==> src/rtl/alu_pkg.sv <==
// Shared ALU definitions: divider width, divider FSM states, divide-by-zero result.
package alu_pkg;

  localparam int DIV_W = 32;

  typedef enum logic [1:0] {
    IDLE = 2'd0,
    CALC = 2'd1,
    FIX  = 2'd2,
    DONE = 2'd3
  } div_state_t;

  localparam logic [DIV_W-1:0] DIV0_QUOTIENT = 32'hFFFF_FFFF;

  // Two's-complement negation, used for operand magnitudes and result sign fix-up.
  function automatic logic [DIV_W-1:0] twos_neg(input logic [DIV_W-1:0] x);
    return ~x + {{(DIV_W-1){1'b0}}, 1'b1};
  endfunction

endpackage

==> src/rtl/sub_32.sv <==
// 32-bit subtractor: diff = a - b, cout = 1 when no borrow occurred (a >= b unsigned).
module sub_32
  import alu_pkg::*;
(
  input  logic [DIV_W-1:0] a,
  input  logic [DIV_W-1:0] b,
  output logic [DIV_W-1:0] diff,
  output logic             cout
);

  // a + ~b + 1; the carry out of the top bit is the inverted borrow.
  assign {cout, diff} = {1'b0, a} + {1'b0, ~b} + {{DIV_W{1'b0}}, 1'b1};

endmodule

==> src/rtl/div_32_seq.sv <==
// Multi-cycle restoring divider for DIV/DIVU: one quotient bit per clock,
// quotient on LO (quotient), remainder on HI (remainder).
//
// state | meaning
// IDLE  | waiting for start
// CALC  | 32 shift-subtract iterations, cnt 0..31
// FIX   | two cycles: sign fix-up and result write on the first, handoff on the second
// DONE  | done pulse; results valid; a new start is accepted here
module div_32_seq
  import alu_pkg::*;
(
  input  logic             clk,
  input  logic             rst,
  input  logic             start,
  input  logic             is_signed,
  input  logic [DIV_W-1:0] A,
  input  logic [DIV_W-1:0] B,
  output logic             busy,
  output logic             done,
  output logic [DIV_W-1:0] quotient,
  output logic [DIV_W-1:0] remainder,
  output logic             div_by_zero
);

  div_state_t state, state_next;

  logic [4:0]       cnt;
  logic [DIV_W-1:0] rem_q;
  logic [DIV_W-1:0] quo_q;
  logic [DIV_W-1:0] dsr_q;
  logic             neg_q;
  logic             neg_r;

  logic             accept;
  logic             b_zero;
  logic [DIV_W-1:0] rem_sh;
  logic             sh_out;
  logic [DIV_W-1:0] trial;
  logic             no_borrow;
  logic             take;

  assign accept = start && ((state == IDLE) || (state == DONE));
  assign b_zero = (B == '0);

  // {R, Q} shifted left one bit; the bit leaving R[31] is kept so divisors
  // at or above 2^31 still work with a 32-bit subtractor.
  assign sh_out = rem_q[DIV_W-1];
  assign rem_sh = {rem_q[DIV_W-2:0], quo_q[DIV_W-1]};
  assign take   = sh_out | no_borrow;

  sub_32 u_sub (
    .a    (rem_sh),
    .b    (dsr_q),
    .diff (trial),
    .cout (no_borrow)
  );

  // State register.
  always_ff @(posedge clk or posedge rst) begin
    if (rst) state <= IDLE;
    else     state <= state_next;
  end

  // Next state and status outputs.
  always_comb begin
    state_next = state;
    busy       = 1'b0;
    done       = 1'b0;
    case (state)
      IDLE: begin
        if (start) state_next = b_zero ? DONE : CALC;
      end
      CALC: begin
        busy = 1'b1;
        if (cnt == 5'd31) state_next = FIX;
      end
      FIX: begin
        busy = 1'b1;
        if (cnt != 5'd0) state_next = DONE;
      end
      DONE: begin
        done = 1'b1;
        if (start) state_next = b_zero ? DONE : CALC;
        else       state_next = IDLE;
      end
      default: state_next = IDLE;
    endcase
  end

  // Operand capture, iteration datapath and result registers.
  always_ff @(posedge clk or posedge rst) begin
    if (rst) begin
      cnt         <= '0;
      rem_q       <= '0;
      quo_q       <= '0;
      dsr_q       <= '0;
      neg_q       <= 1'b0;
      neg_r       <= 1'b0;
      quotient    <= '0;
      remainder   <= '0;
      div_by_zero <= 1'b0;
    end else if (accept) begin
      if (b_zero) begin
        quotient    <= DIV0_QUOTIENT;
        remainder   <= A;
        div_by_zero <= 1'b1;
      end else begin
        cnt   <= '0;
        rem_q <= '0;
        quo_q <= (is_signed && A[DIV_W-1]) ? twos_neg(A) : A;
        dsr_q <= (is_signed && B[DIV_W-1]) ? twos_neg(B) : B;
        neg_q <= is_signed && (A[DIV_W-1] ^ B[DIV_W-1]);
        neg_r <= is_signed && A[DIV_W-1];
      end
    end else if (state == CALC) begin
      rem_q <= take ? trial : rem_sh;
      quo_q <= {quo_q[DIV_W-2:0], take};
      cnt   <= cnt + 5'd1;
    end else if (state == FIX) begin
      if (cnt == 5'd0) begin
        quotient    <= neg_q ? twos_neg(quo_q) : quo_q;
        remainder   <= neg_r ? twos_neg(rem_q) : rem_q;
        div_by_zero <= 1'b0;
      end
      cnt <= cnt + 5'd1;
    end
  end

endmodule

==> config.mk <==
export PLATFORM = sky130hd
export DESIGN_NAME = div_32_seq
export DESIGN_NICKNAME = d
export VERILOG_FILES = /design/src/rtl/alu_pkg.sv /design/src/rtl/sub_32.sv /design/src/rtl/div_32_seq.sv
export SDC_FILE = /design/constraint.sdc
export NUM_CORES = 1
export LEC_CHECK = 0
export CAP_MARGIN = 20
export CORE_ASPECT_RATIO = 2
export CORE_MARGIN = 2
export CORE_UTILIZATION = 30
export CTS_BUF_LIST = sky130_fd_sc_hd__clkbuf_4
export CTS_CLUSTER_DIAMETER = 40
export CTS_CLUSTER_SIZE = 24
export DETAILED_ROUTE_END_ITERATION = 10
export SLEW_MARGIN = 20
export SYNTH_ARGS = -nofsm -noshare
export SYNTH_HDL_FRONTEND = slang
export SYNTH_SLANG_ARGS = --single-unit
==> constraint.sdc <==
create_clock -name clk -period 6.9 [get_ports clk]
set_input_delay 0.69 -clock clk [delete_from_list [all_inputs] [get_ports clk]]
set_output_delay 0.69 -clock clk [all_outputs]
set_load 0.01 [all_outputs]
Word level (Yosys, flattened, before mapping) --
Index checks and enable logic that the tools add are counted.
Operators by class: add/subtract/negate cells 7, eq/ne operators 10, multiplexer cells 38, bitwise logic cells 8, reductions and logical operators 19
Operators by type and width (count):
- two-way mux 32 bit | 21
- inverter 32 bit | 5
- adder 32 x 1 -> 32 bit (second input constant) | 4
- adder 32 x 32 -> 33 bit | 1
- adder 33 x 1 -> 33 bit (second input constant) | 1
- logical NOT 32 bit | 1
- two-way mux 5 bit | 4
- two-way mux 2 bit | 5
- inequality test 2 bit (second input constant) | 5
- case mux 2 bit (4 select lines) | 1
- two-way mux 1 bit | 7
- AND reduction 2 bit | 3
- nonzero test 2 bit | 3
- adder 5 x 1 -> 5 bit (second input constant) | 1
- equality test 5 bit (second input constant) | 1
- logical NOT 5 bit | 1
- nonzero test 5 bit | 1
- equality test 2 bit (second input constant) | 2
- logical AND 1 bit | 4
- AND reduction 4 bit | 1
- AND reduction 3 bit | 1
- nonzero test 3 bit | 1
- equality test 2 x 1 -> 1 bit (second input constant) | 1
- logical NOT 2 bit | 1
- other kinds (6) | 6
Storage, ports and cells: register bits after elaboration 170, input bits 68, output and inout bits 67, logic and storage cells 92

Depth between registers and ports, before layout --
depth in word-level cells 7, mapped depth 14, mapped depth without buffers 12

Hierarchy --
From an unflattened synthesis, not the netlist that was laid out.
Second synthesis, totals: cells, all modules 1378, area, all modules 11777.5 um^2
By module, submodules not included:
- div_32_seq | instances 1, cells each 1134, area each 10067.2 um^2, seq. area each 4254.1 um^2
- sub_32 | instances 1, cells each 244, area each 1710.4 um^2, seq. area each 0.0 um^2

Worst setup path after synthesis --
Ideal clock, no wire load.
path kind register to register, start register quo_q[31], end register rem_q[28], library setup time 0.129 ns, arrival time 3.097 ns, data required time 6.771 ns, setup slack 3.674 ns, cell stages (with the launch flop) 15, path buffers 2, period minus slack after synthesis 3.226 ns, path through dfrtp_1 > inv_1 > ha_1 > fa_1 > nand2b_1 > a21oi_1 > a21boi_0 > a21oi_1 > o2111ai_1 > a21oi_1 > clkbuf_1 > clkbuf_1 > nor2_1 > a31oi_1 > o21ai_0
Between the ends: cells in the longest elaborated chain, start to end 6
RTL lines:
- from (decl) | RTL line div_32_seq.sv:29 | logic [DIV_W-1:0] quo_q;
- from (signal assigned) | RTL line div_32_seq.sv:110 | quo_q <= (is_signed && A[DIV_W-1]) ? twos_neg(A) : A;
- from (signal assigned) | RTL line div_32_seq.sv:117 | quo_q <= {quo_q[DIV_W-2:0], take};
- adder 32 x 32 -> 33 bit (*) | RTL line sub_32.sv:12 | assign {cout, diff} = {1'b0, a} + {1'b0, ~b} + {{DIV_W{1'b0}}, 1'b1};
- adder 33 x 1 -> 33 bit (*) | RTL line sub_32.sv:12
- bitwise OR 1 bit | RTL line div_32_seq.sv:49 | assign take = sh_out | no_borrow;
- two-way mux 32 bit (*) | RTL line div_32_seq.sv:116 | rem_q <= take ? trial : rem_sh;
- two-way mux 32 bit (*) | RTL line div_32_seq.sv:115 | end else if (state == CALC) begin
- two-way mux 32 bit (*) | RTL line div_32_seq.sv:102 | end else if (accept) begin
- to (signal assigned) | RTL line div_32_seq.sv:116
- to (decl) | RTL line div_32_seq.sv:28 | logic [DIV_W-1:0] rem_q;
Mark *: on every way between the ends. The rest lies on a longest branch, timed or not. The select of a mux whose other input is x is not followed. A chain may end at the register's enable or synchronous reset.

Worst setup path in the final report --
start register quo_q[31], end register rem_q[24]
The elaborated chain is that of the path after synthesis.

==> summary.md <==
## Run status
- result of the run: finished, final reports clean

## Final layout
- fraction of final layout cells with drive strength greater than 1: 4.95%
- Final #Nets: 1595
- commonest non-fill, non-tap cell in the layout: sky130_fd_sc_hd__dfrtp_1
- area growth from synthesis to layout: 17.7%
- Final Non-Filler Cells: 1959
- total of fill cells in the finished design: 3921
- commonest cells after routing, fill and taps aside: sky130_fd_sc_hd__dfrtp_1 (169), sky130_fd_sc_hd__o21ai_0 (157), sky130_fd_sc_hd__a21oi_1 (153), sky130_fd_sc_hd__nand2_1 (144), sky130_fd_sc_hd__clkdlybuf4s50_1 (134)

## STA
- final hold violation count: 0
- number of endpoints failing setup at the final stage: 0
- upper clock frequency limit: 0.238 GHz
- skew final: 0.0244 ns
- RSZ-0062 raised after global routing: no
- final number of max-transition violations: 0
- relative slew slack: 35.3%
- Setup TNS Final: 0 ns
- portion of the clock cycle consumed by the worst path in the final layout: 60.8%
- post-route minimum period: 4.20 ns
- transition time at the pin with the least slew margin: 0.971 ns

## Power
- static leakage: 5.68 nW
- Internal Power: 0.00267 W
- Psw: 0.00225 W
- switching power share of the total: 45.7%
- Comb pwr share: 52.7%
- clock group share of total power: 12.2%
- IR drop worst, VDD: 156 µV
- power per standard cell area: 363 nW/µm²
- sequential power share: 35.1%

## CTS
- H-tree depth: 4
- TritonCTS buffer count: 17
- library cell used as clock root buffer: sky130_fd_sc_hd__clkbuf_4
- number of buffers added for setup after CTS: 0
- CTS Hold Bufs: 0
- count of instances resized after the clock tree is built: 0
- TritonCTS clock tree: yes
- worst-skew pair later-pin latency: 0.64 ns
- number of buffers on the longest clock path: 2
- clock slew seen by the registers of the worst setup and hold paths: 0.15 ns
- number of clock sinks: 170

## Global route
- number of antenna violations at the first check in global routing: 1
- number of global-route vias before repair: 10300
- final global-route overflow total: 0
- maximum number of pins on one net before global-route repair: 108
- gr usage total: 17.8%
- first-pass GRT wire length: 55300 µm

## Critical path
- worst setup path class: flop to flop
- CP startpoint kind: flop
- number of cells on the worst reg-to-reg path: 13
- worst reg2reg setup slack: 2.70 ns
- category of the worst setup path capture point: flop
- highest net fanout along the worst path: 40
- endpoint arrival time on the critical path: 4.76 ns
- required time worst endpoint: 7.47 ns
- FF-to-FF End: rem_q[24]
- worst r2r src: quo_q[31]

## Floorplanning
- Die Y-Extent: 281 µm
- total I/O pin count: 135
- horizontal die dimension: 142 µm
- initial standard-cell utilization of the core: 30.3%
- floorplan die area: 40000 µm²
- placeable core region: 37900 µm²
- number of rows in the core area: 101

## Detailed routing
- mean routed wirelength per cell: 17.8 µm
- mean number of vias per cell: 5.19
- TritonRoute pass-1 iters: 5
- final routed wirelength across all metal layers: 34800 µm
- number of DRC markers in iteration 0: 467
- final antenna-violating net count: 0
- detailed-route DRC error count: 0
- total vias in the final route: 10200

## Place
- HPWL Detailed: 27300 µm
- final RePlAce weighted congestion: 0.931
- I/O Buffers: 134
- Inst Count DP: 1926

## Synthesis
- number of nets produced by synthesis: 1504
- post-synthesis register bit count: 170
- average footprint of a synthesized cell: 8.26 µm²
- distinct cell type count of the synthesized netlist: 72
- combined area of all synthesized cells: 11500 µm²
- count of yosys warnings during synthesis: 0
- number of synthesized flops with an enable pin: 0
- register area share after synthesis: 37.0%
- fraction of registers with async set/reset: 100%
- most frequently used flop master after synthesis: sky130_fd_sc_hd__dfrtp_1
- post-synthesis cell count: 1391

## Min path
- worst min-delay path category: flop to flop
- HP Start: dsr_q[27]
- worst hold stages: 2
- end point of the worst hold path: dsr_q[27]

## Run
- number of max-capacitance violations reported: 0

==> area by class of cell <==
class | instances | area, µm² | area share, %
multi-input combinational | 1088 | 6750 | 49.9
sequential | 170 | 4260 | 31.5
timing repair buffer | 147 | 1440 | 10.6
tap | 463 | 579 | 4.28
inverter | 58 | 225 | 1.66
clock inverter | 15 | 148 | 1.09
clock buffer | 17 | 128 | 0.943
antenna | 1 | 2.50 | 0.0185
==> sequential cells by signal (all words and copies together), names as in the netlist <==
signal       count
dsr_q           32
quo_q           32
quotient        32
rem_q           32
remainder       32
cnt              5
state            2
div_by_zero      1
neg_q            1
neg_r            1
==> Yosys cell counts, types with 6 or more instances <==
master	instances	area, µm²
sky130_fd_sc_hd__or3_1	16	100
sky130_fd_sc_hd__nor2b_1	6	37.5
sky130_fd_sc_hd__a21oi_1	154	771
sky130_fd_sc_hd__a22oi_1	10	75.1
sky130_fd_sc_hd__nand2_1	145	544
sky130_fd_sc_hd__nor4_1	11	68.8
sky130_fd_sc_hd__o21ai_0	157	786
sky130_fd_sc_hd__xor2_1	93	815
sky130_fd_sc_hd__nand2b_1	13	81.3
sky130_fd_sc_hd__clkbuf_1	58	218
sky130_fd_sc_hd__ha_1	44	551
sky130_fd_sc_hd__a31oi_1	12	75.1
sky130_fd_sc_hd__dfrtp_1	170	4250
sky130_fd_sc_hd__a21o_1	11	82.6
sky130_fd_sc_hd__and3_1	10	62.6
sky130_fd_sc_hd__or4_1	10	75.1
sky130_fd_sc_hd__buf_2	10	50.1
sky130_fd_sc_hd__o41ai_1	13	114
sky130_fd_sc_hd__mux2i_1	27	270
sky130_fd_sc_hd__or2_2	8	50.1
sky130_fd_sc_hd__o31ai_1	28	210
sky130_fd_sc_hd__nand3_1	23	115
sky130_fd_sc_hd__inv_1	58	218
sky130_fd_sc_hd__nor2_1	132	495
sky130_fd_sc_hd__nor3_1	30	150
sky130_fd_sc_hd__xnor2_1	47	412
sky130_fd_sc_hd__a211oi_1	11	82.6
==> kinds of logic (layout without fill, tap and decap cells) <==
group | Yosys count | in the layout | share of synthesized area (%)
AO/OA/AOI/OAI | 442 | 442 | 22.7
buffers and inverters | 133 | 237 | 4.56
flip-flops | 170 | 170 | 37.0
adder cells (fa/ha/maj) | 45 | 45 | 4.96
multiplexers | 28 | 28 | 2.45
XOR/XNOR | 140 | 140 | 10.7
other | 0 | 1 | 0
AND/OR/NAND/NOR | 433 | 433 | 17.6
==> power groups by stage <==
stage                     clock network [W]  logic, W  registers (W)
after global routing               0.000655   0.00294        0.00178
after global placement                    0   0.00257        0.00174
after CTS                          0.000618   0.00263        0.00173
after floorplan                           0   0.00178        0.00166
after detailed placement                  0   0.00262        0.00175
final                              0.000600   0.00259        0.00172
==> metrics by stage <==
stage | power, W | instance area (µm²) | util, % | setup WS (ns) | hold WS, ns
after global routing | 0.00537 | 13500 | 35.7 | 2.46 | 0.542
after CTS | 0.00497 | 13500 | 35.7 | 2.77 | 0.509
after global placement | 0.00432 | 13200 | 34.9 | 2.18 | 0.462
after floorplan | 0.00345 | 11500 | - | 1.61 | 0.450
after detailed placement | 0.00437 | 13200 | 34.9 | 2.10 | 0.474
final | 0.00492 | 13500 | 35.7 | 2.70 | 0.507
==> worst max path at each step <==
| stage | start | to | slack, ns | depth (start not counted) |
|---|---|---|---|---|
| finish | quo_q[31] | rem_q[24] | 2.70 | 13 |
| global route | quo_q[31] | rem_q[24] | 2.46 | 13 |
| CTS | quo_q[31] | rem_q[24] | 2.77 | 13 |
| detailed placement | B[6] | dsr_q[7] | 2.10 | 11 |
| global placement | B[6] | dsr_q[7] | 2.18 | 11 |
| floorplan | rst | cnt[0] | 1.61 | 1 |
==> routing by layer <==
metal	up-vias	share of wire [%]	GRT usage, %
met5	-	0	0
met1	4747	36	17.8
met4	0	4.9	9.44
met3	75	3.3	2.56
li1	5104	-	-
met2	232	56	34.5
==> worst max-delay path, stage by stage, from the launching register on <==
cell	delay [ns]
sky130_fd_sc_hd__dfrtp_1	0.41
sky130_fd_sc_hd__inv_1	0.15
sky130_fd_sc_hd__ha_1	0.30
sky130_fd_sc_hd__fa_1	0.40
sky130_fd_sc_hd__nand2b_1	0.22
sky130_fd_sc_hd__a21oi_1	0.39
sky130_fd_sc_hd__a21boi_0	0.23
sky130_fd_sc_hd__a21oi_1	0.44
sky130_fd_sc_hd__o2111ai_1	0.31
sky130_fd_sc_hd__a21oi_4	0.19
sky130_fd_sc_hd__buf_4	0.47
sky130_fd_sc_hd__nand2_1	0.31
sky130_fd_sc_hd__a2bb2oi_1	0.20
sky130_fd_sc_hd__o21ai_0	0.10
Note: power is estimated with default switching activity, not from simulation.
